<file path="src/rtl/rv_pkg.sv">
// Shared defaults and output-stage state encoding for the ready/valid transmitter.
package rv_pkg;

   localparam int DATA_W_DEF = 64;
   localparam int DEPTH_DEF  = 4;

   typedef enum logic {
      IDLE = 1'b0,
      SEND = 1'b1
   } tx_state_t;

endpackage

</file>
<file path="src/rtl/rv_fifo.sv">
// Power-of-two circular buffer with wrapping pointers and a registered full flag.
module rv_fifo #(
   parameter int DATA_W = 64,
   parameter int DEPTH  = 4
) (
   input  logic              clk,
   input  logic              reset,
   input  logic              push,
   input  logic              pop,
   input  logic [DATA_W-1:0] din,
   output logic [DATA_W-1:0] dout,
   output logic              full,
   output logic              empty
);

   localparam int PTR_W = $clog2(DEPTH);
   localparam logic [PTR_W:0] FULL_CNT = (PTR_W+1)'(DEPTH);

   logic [DATA_W-1:0] mem [DEPTH];
   logic [PTR_W-1:0]  wr_ptr_reg;
   logic [PTR_W-1:0]  rd_ptr_reg;
   logic [PTR_W:0]    count_reg;
   logic [PTR_W:0]    count_next;
   logic              full_reg;
   logic              push_ok;
   logic              pop_ok;

   // Pushes while full are dropped here so the caller cannot corrupt the buffer.
   assign push_ok = push && !full_reg;
   assign pop_ok  = pop && (count_reg != '0);

   always_comb begin
      count_next = count_reg;
      if (push_ok && !pop_ok)
         count_next = count_reg + 1'b1;
      else if (!push_ok && pop_ok)
         count_next = count_reg - 1'b1;
   end

   always_ff @(posedge clk or negedge reset) begin
      if (!reset) begin
         wr_ptr_reg <= '0;
         rd_ptr_reg <= '0;
         count_reg  <= '0;
         full_reg   <= 1'b0;
      end else begin
         if (push_ok)
            wr_ptr_reg <= wr_ptr_reg + 1'b1;
         if (pop_ok)
            rd_ptr_reg <= rd_ptr_reg + 1'b1;
         count_reg <= count_next;
         full_reg  <= (count_next == FULL_CNT);
      end
   end

   // Storage carries no reset; only pointers define what is valid.
   always_ff @(posedge clk) begin
      if (push_ok)
         mem[wr_ptr_reg] <= din;
   end

   assign dout  = mem[rd_ptr_reg];
   assign full  = full_reg;
   assign empty = (count_reg == '0);

endmodule

</file>
<file path="src/rtl/rv_transmitter.sv">
// Buffered ready/valid transmitter: FIFO feeding a registered output stage,
// with a transfer counter and a sticky overflow flag.
module rv_transmitter
   import rv_pkg::*;
#(
   parameter int DATA_W = DATA_W_DEF,
   parameter int DEPTH  = DEPTH_DEF
) (
   input  logic              clk,
   input  logic              reset,
   input  logic              wr_en,
   input  logic [DATA_W-1:0] wr_data,
   output logic              full,
   output logic              valid,
   input  logic              ready,
   output logic [DATA_W-1:0] data_out,
   output logic              tx_done,
   output logic [15:0]       tx_count,
   output logic              err_ovf
);

   tx_state_t         state_reg;
   logic              valid_reg;
   logic [DATA_W-1:0] data_out_reg;
   logic [15:0]       tx_count_reg;
   logic              err_ovf_reg;
   logic [DATA_W-1:0] fifo_dout;
   logic              fifo_full;
   logic              fifo_empty;
   logic              fifo_pop;

   // The output register frees up either when empty (IDLE) or on a handshake.
   assign fifo_pop = !fifo_empty && ((state_reg == IDLE) || ready);

   rv_fifo #(
      .DATA_W (DATA_W),
      .DEPTH  (DEPTH)
   ) u_fifo (
      .clk   (clk),
      .reset (reset),
      .push  (wr_en),
      .pop   (fifo_pop),
      .din   (wr_data),
      .dout  (fifo_dout),
      .full  (fifo_full),
      .empty (fifo_empty)
   );

   always_ff @(posedge clk or negedge reset) begin
      if (!reset) begin
         state_reg    <= IDLE;
         valid_reg    <= 1'b0;
         data_out_reg <= '0;
         tx_count_reg <= '0;
         err_ovf_reg  <= 1'b0;
      end else begin
         if (wr_en && fifo_full)
            err_ovf_reg <= 1'b1;
         if (tx_done)
            tx_count_reg <= tx_count_reg + 16'd1;
         case (state_reg)
            IDLE: begin
               if (!fifo_empty) begin
                  data_out_reg <= fifo_dout;
                  valid_reg    <= 1'b1;
                  state_reg    <= SEND;
               end
            end
            SEND: begin
               if (ready) begin
                  if (!fifo_empty) begin
                     data_out_reg <= fifo_dout;
                  end else begin
                     valid_reg <= 1'b0;
                     state_reg <= IDLE;
                  end
               end
            end
            default: begin
               valid_reg <= 1'b0;
               state_reg <= IDLE;
            end
         endcase
      end
   end

   assign full     = fifo_full;
   assign valid    = valid_reg;
   assign data_out = data_out_reg;
   assign tx_done  = valid_reg && ready;
   assign tx_count = tx_count_reg;
   assign err_ovf  = err_ovf_reg;

endmodule

</file>
<file path="config.mk">
export PLATFORM = sky130hd
export DESIGN_NAME = rv_transmitter
export DESIGN_NICKNAME = d
export VERILOG_FILES = /design/src/rtl/rv_pkg.sv /design/src/rtl/rv_fifo.sv /design/src/rtl/rv_transmitter.sv
export SDC_FILE = /design/constraint.sdc
export NUM_CORES = 1
export LEC_CHECK = 0
export BUFFER_PORTS_ARGS = -buffer_cell sky130_fd_sc_hd__buf_2
export CAP_MARGIN = 10
export CORE_MARGIN = 3
export CORE_UTILIZATION = 55
export DETAILED_ROUTE_END_ITERATION = 10
export PLACE_DENSITY_LB_ADDON = 0.05
export SYNTH_ARGS = -nofsm -noshare
export SYNTH_HDL_FRONTEND = slang
export SYNTH_SLANG_ARGS = --single-unit
</file>
<file path="constraint.sdc">
create_clock -name clk -period 5.2 [get_ports clk]
set_input_delay 0.26 -clock clk [delete_from_list [all_inputs] [get_ports clk]]
set_output_delay 0.26 -clock clk [all_outputs]
set_load 0.01 [all_outputs]
</file>
==> results of run 1 <==
==> metrics by stage <==
step / worst slack [ns] / power (uW)
global placement: 2.31 / 6350
global route: 2.04 / 9280
CTS: 2.20 / 8940
floorplan: 2.41 / 5680
finish: 2.23 / 8810
detailed placement: 2.19 / 6440
==> placed cells by master (no fill, tap or decap), types with 5 or more instances in the layout <==
| cell type | count |
|---|---|
| ha_1 | 8 |
| nand2_1 | 11 |
| mux4_2 | 64 |
| mux2_2 | 65 |
| clkinv_1 | 5 |
| edfxtp_1 | 256 |
| clkbuf_16 | 37 |
| xnor2_1 | 12 |
| nand3_1 | 7 |
| buf_2 | 150 |
| nand4_1 | 5 |
| dfrtp_1 | 89 |
| clkbuf_1 | 10 |
| inv_1 | 6 |
| dlygate4sd3_1 | 66 |
| xor2_1 | 8 |
| nor2_1 | 5 |
==> cell families (layout without fill, tap and decap cells) <==
logic type,Yosys count,count (layout),synth area share
mux,129,129,0.168
fa+ha+maj,8,8,0.00775
buf+inv,28,289,0.0127
simple gates,47,47,0.0193
xor+xnor,20,20,0.0136
compound gates,13,13,0.00669
flops,347,347,0.772
==> layer usage <==
layer / vias up / part of all wire / global-route usage
met5: - / 0 / 0
met4: 0 / 0.022 / 0.0529
met3: 42 / 0.054 / 0.0393
met2: 173 / 0.52 / 0.335
met1: 3321 / 0.41 / 0.244
li1: 2842 / - / -
==> worst max-delay path, cell delays in order, from the launching register on <==
cell     delay [ns]
dfrtp_1        0.41
inv_1          0.11
ha_1           0.24
nor2b_1        0.19
nor2_4         0.78
buf_4          0.68
mux2_2         0.40
==> where the power goes <==
group          internal, uW  switching (uW)
Clock                  1480             959
Combinational          1190             963
Sequential             3720             498
==> layout make-up <==
cell class              instances  area, um2
multi-input cells             217       2800
inverters                       6       22.5
fillers                      1518       7080
clock inverters                14        145
well taps                     313        392
flip-flops and latches        347       9970
clock buffers                  49        991
repair buffers                220       1440
==> cells in the mapped netlist (4+ instances only) <==
cell      number
edfxtp_1     256
clkbuf_1       5
nand2_1       11
a21oi_1        4
nand4_1        5
mux2_2        65
inv_1          6
mux4_2        64
ha_1           8
xnor2_1       12
xor2_1         8
dfrtp_1       91
and2_1         4
nor2_1         6
buf_6          5
buf_2          8
nand3_1        7
==> worst min-delay path by stage <==
| stage | startpoint | end | slack (ns) | cells after the start |
|---|---|---|---|---|
| 2_1_floorplan | reset | data_out[0]$_DFFE_PN0P_ | -0.04 | 0 |
| 5_1_grt | ready | tx_count[0]$_DFFE_PN0P_ | 0.14 | 3 |
| 3_5_place_dp | reset | data_out[50]$_DFFE_PN0P_ | 0.32 | 1 |
| 3_3_place_gp | reset | data_out[50]$_DFFE_PN0P_ | 0.31 | 1 |
| 4_1_cts | ready | tx_count[0]$_DFFE_PN0P_ | 0.10 | 3 |
| 6_report | ready | tx_count[0]$_DFFE_PN0P_ | 0.12 | 3 |
==> reports/qor.yml, run 1 <==
clock_tree:
  cts_sinks: 347
  cts_setup_buffers: 0
  cts_tree: "done"
  cts_root_buf: "clkbuf_16"
  hold_buffers: 66
  cts_resized: 0
  numCtsBuffers: 35
  cts_buffer_depth: 3
  path_clk_slew_ns: 0.06
  clk_latency_ns: 0.50
  h-tree-depth: 2
yosys:
  synth-seq-cells: 347
  synth-async-reset-ratio: 0.262
  synth_edf_count: 256
  yosys.area.top_type_share: 0.595
  synth_warnings: 0
  syn_area_um2: 12900
  yosys.area.top_type: "edfxtp_1"
  ys_types: 34
  synth-seq-area-share: 0.772
  synth_ff_type: "edfxtp_1"
  synth_top_cells_by_area: "edfxtp_1 (60%), dfrtp_1 (18%), mux4_2 (11%)"
  syn_nets: 668
  syn_avg_cell_area_um2: 21.8
  postSynthCellCount: 592
detailed_routing:
  vias_per_cell: 5.47
  drtPass1Iterations: 4
  wl_per_cell_um: 20.2
  ant_nets: 0
  drtIter0Drc: 393
  routed_wl_mm: 23.6
  vias: 6378
  drcViolationCount: 0
global_route:
  grt_util_all_layers: 0.191
  grt_pass1_vias: 7001
  grt_max_degree: 66
  grt_pass1_wl_mm: 38.0
  grt_overflow_total: 0
  antenna_found_initial: 0
finish:
  syn_to_final_growth_pct: 22.1
  final_area_um2: 15800
  largest_reg_flops: 256
  fin_util: 0.690
  fin_cells: 1166
  diodes: 0
  final_nets: 903
  drive_gt1_frac: 0.397
timing:
  rsz0062_at_grt: "false"
  period_minus_slack_ns: 2.97
  fin_crit_sh: 0.570
  slew_violations: 0
  skew_ns: 0.0161
  setup_tns_ns: 0
  setup_viol: 0
  fmax_ghz: 0.337
  worst_pin_slew_ns: 1.05
  slew-limit-headroom: 0.300
  hold_violations: 0
  whs_ns: 0.124
floorplanning:
  die_x_um: 159
  die_area_um2: 25400
  die_h_um: 159
  rows: 55
  core_area_um2: 22800
  start_util: 0.565
  io_pins: 152
outcome:
  status: "complete, no violations"
critical_path:
  worstPathMaxFanout: 41
  crit_path_end: "data_out[38]$_DFFE_PN0P_"
  r2r_start: "u_fifo.count_reg[0]$_DFF_PN0_"
  critical_path_class: "reg2reg"
  crit_path_start: "u_fifo.count_reg[0]$_DFF_PN0_"
  cp-start-kind: "flip-flop"
  critPathCaptureType: "flip-flop"
  crit_required_ns: 5.57
  r2r_cells: 6
  reg2reg_slack_ns: 2.23
  critPathArrivalTime_ns: 3.34
  r2r_end: "data_out[38]$_DFFE_PN0P_"
place:
  place.port_buffers: 151
  hpwlAfterDp_mm: 13.0
  dpl_cell_area_um2: 14000
  dp.cells: 1037
  gp_congestion: 0.716
power_and_ir_drop:
  irDropWorstVdd_mv: 0.379
  power.leakage_uw: 0.00586
  p_per_area_nw_per_um2: 559
job:
  maxCapViolCount: 0
worst_hold_path:
  min_path_type: "in2reg"
Power figures use the tool's default switching activity.
==> inputs of run 2 (changes only) <==
==> constraint.sdc (replaced) <==
create_clock -name clk -period 3.1 [get_ports clk]
set_input_delay 0.155 -clock clk [delete_from_list [all_inputs] [get_ports clk]]
set_output_delay 0.155 -clock clk [all_outputs]
set_load 0.01 [all_outputs]
==> reports/qor.yml, run 2 (synthesis results as in run 1) <==
outcome:
  status: "complete, no violations"
clock_tree:
  numCtsBuffers: 37
  clk_latency_ns: 0.50
  h-tree-depth: 2
  cts_tree: "done"
  cts_root_buf: "clkbuf_16"
  cts_setup_buffers: 0
  cts_buffer_depth: 3
  path_clk_slew_ns: 0.06
  cts_sinks: 347
global_route:
  grt_overflow_total: 0
  grt_util_all_layers: 0.193
  grt_pass1_wl_mm: 38.1
  grt_pass1_vias: 6950
  grt_max_degree: 72
  antenna_found_initial: 1
detailed_routing:
  vias: 6329
  drcViolationCount: 0
  routed_wl_mm: 23.8
  drtIter0Drc: 378
  wl_per_cell_um: 20.2
  vias_per_cell: 5.37
  drtPass1Iterations: 5
  ant_nets: 0
power_and_ir_drop:
  p_per_area_nw_per_um2: 942
  seq_power_share: 0.457
  irDropWorstVdd_mv: 0.646
  power_uw: 15000
  power.leakage_uw: 0.00596
  swShare: 0.274
  p_int_uw: 10900
  combPwrFrac: 0.262
  power_frac_clock: 0.281
  power_switching_uw: 4120
critical_path:
  critPathCaptureType: "flip-flop"
  critical_path_class: "reg2reg"
  critPathBufInv: 2
  crit_required_ns: 3.48
  slowest_delay_ns: 0.42
  cp_slowest_cell: "nor2_4"
  path_cells: "inv_1, ha_1, nor2b_1, nor2_4, buf_12, mux2_2"
  cp-start-kind: "flip-flop"
  worstPathMaxFanout: 54
  critPathArrivalTime_ns: 2.67
  path_delay_family: "simple AND/OR/NAND/NOR gates"
timing:
  slew_violations: 0
  period_minus_slack_ns: 2.29
  slew-limit-headroom: 0.330
  rsz0062_at_grt: "false"
  skew_ns: 0.00904
  fmax_ghz: 0.437
  hold_violations: 0
  setup_viol: 0
  setup_tns_ns: 0
  whs_ns: 0.0370
  fin_crit_sh: 0.738
  worst_pin_slew_ns: 1.01
finish:
  final_nets: 915
  fin_util: 0.699
  final_common_cell: "edfxtp_1"
  diodes: 0
  drive_gt1_frac: 0.406
  final_cell_mix: "edfxtp_1 (256), buf_2 (150), dfrtp_1 (89), dlygate4sd3_1 (66), mux2_2 (65)"
  largest_reg_flops: 256
  syn_to_final_growth_pct: 23.7
floorplanning:
  rows: 55
  start_util: 0.565
  die_x_um: 159
  die_h_um: 159
  core_area_um2: 22800
  io_pins: 152
  die_area_um2: 25400
place:
  gp_congestion: 0.778
  hpwlAfterDp_mm: 14.1
  place.port_buffers: 151
job:
  maxCapViolCount: 0
worst_hold_path:
  min_path_type: "in2reg"
run 2: cell count changes in the layout (fill, tap and decap cells not counted):
cell / change
clkbuf_1: -1
clkbuf_8: +4
clkinv_1: +1
buf_4: +3
clkinvlp_4: -1
clkinv_4: -1
buf_12: +7
run 2: path summary, 6_finish.rpt:
kind / startpoint / endpoint / slack (ns) / cells after the start
max: u_fifo.count_reg[0]$_DFF_PN0_ / data_out[44]$_DFFE_PN0P_ / 0.81 / 6
min: ready / tx_count[0]$_DFFE_PN0P_ / 0.04 / 3
max reg2reg: u_fifo.count_reg[0]$_DFF_PN0_ / data_out[44]$_DFFE_PN0P_ / 0.81 / 6
min reg2reg: err_ovf$_DFFE_PN0P_ / err_ovf$_DFFE_PN0P_ / 0.45 / 1
max in group asynchronous: reset / state_reg$_DFF_PN0_ / 1.86 / 3
min in group asynchronous: reset / data_out[50]$_DFFE_PN0P_ / 0.37 / 2
run 2: worst reg2reg max path, cell delays in order, from the launching register on:
cell	delay, ns
dfrtp_1	0.41
inv_1	0.12
ha_1	0.23
nor2b_1	0.19
nor2_4	0.42
buf_12	0.37
mux2_2	0.43
run 2: layout make-up:
class | instances | area [um2]
clock inverters | 13 | 133
flip-flops and latches | 347 | 9970
repair buffers | 230 | 1600
inverters | 6 | 22.5
multi-input cells | 217 | 2800
clock buffers | 52 | 1040
fillers | 1503 | 6880
well taps | 313 | 392
run 2: power by group through the flow:
| stage | sequential (uW) | combinational (uW) | clock (uW) |
|---|---|---|---|
| global placement | 6920 | 3860 | 0 |
| CTS | 6900 | 4040 | 4310 |
| floorplan | 6930 | 2590 | 0 |
| finish | 6870 | 3940 | 4230 |
| detailed placement | 6990 | 3960 | 0 |
| global route | 7020 | 4290 | 4530 |
run 2: repair_timing:
item | CTS | global route
hold endpoints to repair | 327 | 0
hold buffers | 66 | 0
gates resized for setup | 0 | 0
run 2: stage by stage:
stage,area [um2],setup slack (ns),std cells
2_1_floorplan,12900,0.312,592
3_3_place_gp,14100,0.919,1047
3_5_place_dp,14100,0.817,1047
4_1_cts,16000,0.784,1178
5_1_grt,16000,0.696,1178
6_report,16000,0.812,1178
run 2: routing by layer:
metal  vias up  share of wire  track usage
li1       2858              -            -
met1      3262           0.41        0.250
met2       163           0.52        0.332
met3        44          0.052       0.0450
met4         2          0.020       0.0529
met5         -        0.00029            0
